===== src/rtl/bpsk_demod.sv =====
// Integrate-and-dump BPSK detector: hard bit decisions packed MSB-first into n-bit codewords.
// Optional differential decoding is enabled by defining BPSK_DIFF_EN.
module bpsk_demod #(
    parameter int n   = 7,
    parameter int SW  = 8,
    parameter int SPS = 4
) (
    input  logic          CLK,
    input  logic          RSTn,
    input  logic [SW-1:0] SampleIn,
    input  logic          SampleValid,
    input  logic          Sync,
    input  logic          Flag,
    output logic          BitOut,
    output logic          BitValid,
    output logic [n-1:0]  DataOut,
    output logic          DataValid
);

    localparam int AW = SW + $clog2(SPS) + 1;
    localparam int CW = $clog2(SPS);
    localparam int BW = $clog2(n);

    logic signed [AW-1:0] acc;
    logic signed [AW-1:0] sx;
    logic signed [AW-1:0] sum;
    logic [CW-1:0]        scnt;
    logic [BW-1:0]        bcnt;
    logic [n-2:0]         shreg;
    logic                 raw;
    logic                 dbit;
    logic                 dump;

    always_comb begin
        sx   = AW'($signed(SampleIn));
        sum  = acc + sx;
        raw  = sum[AW-1];
        dump = SampleValid && (scnt == CW'(SPS - 1));
    end

`ifdef BPSK_DIFF_EN
    logic prev_raw;

    always_ff @(posedge CLK or negedge RSTn) begin
        if (!RSTn)
            prev_raw <= 1'b0;
        else if (Sync)
            prev_raw <= 1'b0;
        else if (dump)
            prev_raw <= raw;
    end

    assign dbit = raw ^ prev_raw;
`else
    assign dbit = raw;
`endif

    always_ff @(posedge CLK or negedge RSTn) begin
        if (!RSTn) begin
            acc       <= '0;
            scnt      <= '0;
            bcnt      <= '0;
            shreg     <= '0;
            BitOut    <= 1'b0;
            BitValid  <= 1'b0;
            DataOut   <= '0;
            DataValid <= 1'b0;
        end else begin
            BitValid  <= 1'b0;
            DataValid <= 1'b0;
            if (Sync) begin
                // A sample arriving with Sync is sample 0 of the new bit
                acc   <= SampleValid ? sx : '0;
                scnt  <= SampleValid ? CW'(1) : '0;
                bcnt  <= '0;
                shreg <= '0;
            end else if (dump) begin
                acc      <= '0;
                scnt     <= '0;
                BitOut   <= dbit;
                BitValid <= 1'b1;
                shreg    <= {shreg[n-3:0], dbit};
                if (bcnt == BW'(n - 1)) begin
                    DataOut   <= {shreg, dbit} ^ {n{Flag}};
                    DataValid <= 1'b1;
                    bcnt      <= '0;
                end else begin
                    bcnt <= bcnt + BW'(1);
                end
            end else if (SampleValid) begin
                acc  <= sum;
                scnt <= scnt + CW'(1);
            end
        end
    end

endmodule


===== config.mk =====
export PLATFORM = sky130hd
export DESIGN_NAME = bpsk_demod
export DESIGN_NICKNAME = d
export VERILOG_FILES = /design/src/rtl/bpsk_demod.sv
export SDC_FILE = /design/constraint.sdc
export NUM_CORES = 1
export LEC_CHECK = 0
export BUFFER_PORTS_ARGS = -buffer_cell sky130_fd_sc_hd__buf_4
export CORE_ASPECT_RATIO = 1.25
export CORE_MARGIN = 5
export CORE_UTILIZATION = 43
export DETAILED_ROUTE_END_ITERATION = 8
export PLACE_DENSITY = 0.73
export SETUP_SLACK_MARGIN = 0.5
export SYNTH_ARGS = -nofsm -noshare
export SYNTH_HDL_FRONTEND = slang
export SYNTH_SLANG_ARGS = --single-unit
export TNS_END_PERCENT = 30

===== constraint.sdc =====
create_clock -name CLK -period 4.56 [get_ports CLK]
set_clock_uncertainty 0.1 [all_clocks]
set_input_delay 0.228 -clock CLK [delete_from_list [all_inputs] [get_ports CLK]]
set_output_delay 0.228 -clock CLK [all_outputs]
set_load 0.1 [all_outputs]

==> results.py <==
metrics = {
    "route": {
        "antenna_left": 0,
        "num_vias": 1637,
        "remaining_drc_errors": 0,
        "drt_iter0_drc": 85,
        "drt_wl_total_um": 4150,
        "avgViaCountPerCell": 5.57,
        "dr.pass1.iters": 4,
        "wl_per_cell_um": 14.1,
    },
    "synthesis": {
        "synth_fa_ha_area_share_pct": 8.26,
        "async_reset_ff_share_pct": 100,
        "synthesis.nets": 236,
        "ys_ff_latch": 32,
        "synth_area_sq_um": 1910,
        "synth-edff-count": 0,
        "synth_compound_area_share_pct": 22.0,
        "synthSimpleGateAreaFrac_pct": 17.9,
        "synth_xor_area_share_pct": 5.50,
        "netlist_instances": 211,
        "syn_area_per_cell_sq_um": 9.05,
        "yosysUniqueCellTypes": 47,
        "ys.flop_type": "dfrtp_1",
        "yosysTopAreaCellShare_pct": 41.9,
        "ys_seq_area_share_pct": 41.9,
        "synth_warnings": 0,
        "synth_top_cell_by_area": "dfrtp_1",
        "synth.area.mux_share_pct": 1.11,
        "synth_area_leaders": "dfrtp_1 42%, ha_1 7.2%, a21oi_1 6.6%, xnor2_1 5.0%, nand2_1 4.9%",
        "synth_top_family_by_area": "compound AO/OA/AOI/OAI gates",
    },
    "pwr": {
        "powerDensity_nw_per_um2": 384,
        "max-vdd-ir-drop_mv": 0.281,
        "p_leak_nw": 1.01,
    },
    "place": {
        "pre_cts_slack_ns": 2.08,
        "io_buffer_count": 22,
        "place.gp.congestion": 0.833,
        "place_area_sq_um": 2130,
        "dp_hpwl_um": 2940,
    },
    "sta": {
        "worst_slew_pin_slew_ns": 0.661,
        "final_max_slew_viol_count": 0,
        "finalHoldViolCount": 0,
        "max_clock_freq_ghz": 0.405,
        "min_period_ns": 2.47,
        "worst_slew_margin_rel_pct": 55.8,
        "final.setup.tns_ns": 0,
        "finalSetupViolCount": 0,
        "period_share_pct": 54.2,
        "grt_setup_unrepaired": "no",
        "finalWorstSetupSlack_ns": 2.09,
    },
    "floorplan": {
        "start_util_pct": 43.8,
        "core-area_sq_um": 4360,
        "die_width_um": 69.6,
        "die_y_um": 84.5,
        "fp-row-count": 27,
        "die-area_sq_um": 5880,
        "ioPinCount": 23,
    },
    "worst_setup_path": {
        "crit_fanout": 5,
        "crit_arrival_ns": 2.54,
        "crit_required_ns": 4.63,
        "critical_path_class": "flip-flop to flip-flop",
        "start_kind": "flip-flop",
        "crit_path_end_kind": "flip-flop",
        "rrSetupSlack_ns": 2.09,
    },
    "final_layout": {
        "antennaDiodeCount": 0,
        "final_area_sq_um": 2250,
        "fin_nets": 260,
        "area_growth_syn_to_layout_pct": 18.0,
        "layout-drive-gt1-share_pct": 16.1,
        "fin_util_pct": 51.7,
    },
    "run_status": {
        "outcome": "completed",
    },
    "global_routing": {
        "grt_pass1_vias": 1689,
        "grt_pass1_wl_um": 7550,
        "grt_antenna_before_repair": 0,
        "track_usage_pct": 15.5,
        "grt_overflow_total": 0,
        "grt_max_degree": 33,
    },
    "clock_network": {
        "cts_tree": "done",
        "clkLatencyLatePin_ns": 0.29,
        "ctsRootBufferMaster": "clkbuf_8",
        "hold_buffers": 1,
        "htreeDepth": 2,
        "clockBufferDepth": 2,
        "cts_buffers": 5,
        "ctsResizeCount": 0,
        "post_cts_buffers": 0,
        "clock_sinks": 32,
        "path_clk_slew_ns": 0.07,
    },
    "flow_run": {
        "drv_cap": 0,
    },
    "min_path": {
        "hp-class": "primary input to flip-flop",
    },
}
state kept, by name, indices dropped and copies added (netlist names):
signal     flops
DataValid      1
BitValid       1
BitOut         1
bcnt           3
shreg          6
scnt           2
acc           11
DataOut        7
cells in the mapped netlist, types with 2 or more instances:
| cell type | count |
|---|---|
| a22o_1 | 3 |
| nor3_1 | 2 |
| inv_1 | 9 |
| nor2_1 | 23 |
| nand3_1 | 5 |
| a22oi_1 | 4 |
| nand2_1 | 25 |
| a32o_1 | 2 |
| clkbuf_1 | 3 |
| o21ai_0 | 10 |
| and2_1 | 2 |
| or3_1 | 2 |
| o21a_1 | 2 |
| xnor2_1 | 11 |
| a21oi_1 | 25 |
| buf_2 | 3 |
| nand3b_1 | 2 |
| nand2b_1 | 3 |
| a211oi_1 | 3 |
| o31ai_1 | 4 |
| dfrtp_1 | 32 |
| ha_1 | 11 |
final cells by class:
class	instances	area, sq um
Fill cell	397	2110
Timing Repair Buffer	24	183
Tap cell	58	72.6
Clock buffer	5	68.8
Inverter	9	33.8
Sequential cell	32	801
Clock inverter	3	42.5
Multi-Input combinational cell	163	1050
where the power goes:
group | switching, mW | total (mW) | internal, mW
combinational | 0.159 | 0.264 | 0.106
sequential | 0.0157 | 0.323 | 0.308
clock | 0.115 | 0.276 | 0.162
total | 0.289 | 0.864 | 0.575
layer usage:
layer	share of wire, %	track usage [%]	vias to the layer above
met5	0	0	-
met4	2.5	6.57	0
met3	4.0	3.11	12
met2	49	26.5	40
met1	44	19.0	788
li1	-	-	797
path summary, 6_finish.rpt:
kind | startpoint | to | depth (start not counted)
hold reg to reg | DataOut[4] | DataOut[4] | 2
setup reg to reg | acc[0] | acc[10] | 9
setup / recovery | acc[0] | acc[10] | 9
min in group asynchronous | RSTn | acc[6] | 2
hold / removal | SampleIn[4] | acc[4] | 3
max in group asynchronous | RSTn | shreg[4] | 2
worst max-delay path: stages (launching register included):
cell and delay (ns):
dfrtp_1 0.35, ha_1 0.16, inv_1 0.05, fa_1 0.37, nand2b_1 0.20, a21boi_2 0.25, nor2_1 0.08, o31ai_1 0.33
o21ai_0 0.14, a311o_1 0.32
kinds of logic after synthesis:
group / Yosys count
xor+xnor: 12
mux: 2
buf+inv: 16
flops: 32
simple gates: 72
compound gates: 65
fa+ha+maj: 12
metrics by stage:
stage | hold slack (ns) | instances | power (mW)
finish | 0.0627 | 294 | 0.864
floorplan | -0.168 | 211 | 0.529
CTS | 0.0535 | 294 | 0.872
global route | 0.0748 | 294 | 0.920
detailed placement | 0.0921 | 285 | 0.591
global placement | 0.0906 | 285 | 0.586
layout by cell type (no fill, tap or decap), types with 4 or more instances in the layout:
cell and n:
o31ai_1 4, nand3_1 5, ha_1 11, o21ai_0 10, a21oi_1 25, inv_1 9, xnor2_1 11, buf_4 23
dfrtp_1 32, nor2_1 23, nand2_1 25, a22oi_1 4, clkbuf_8 5
Note: power is estimated with default switching activity, not from simulation.
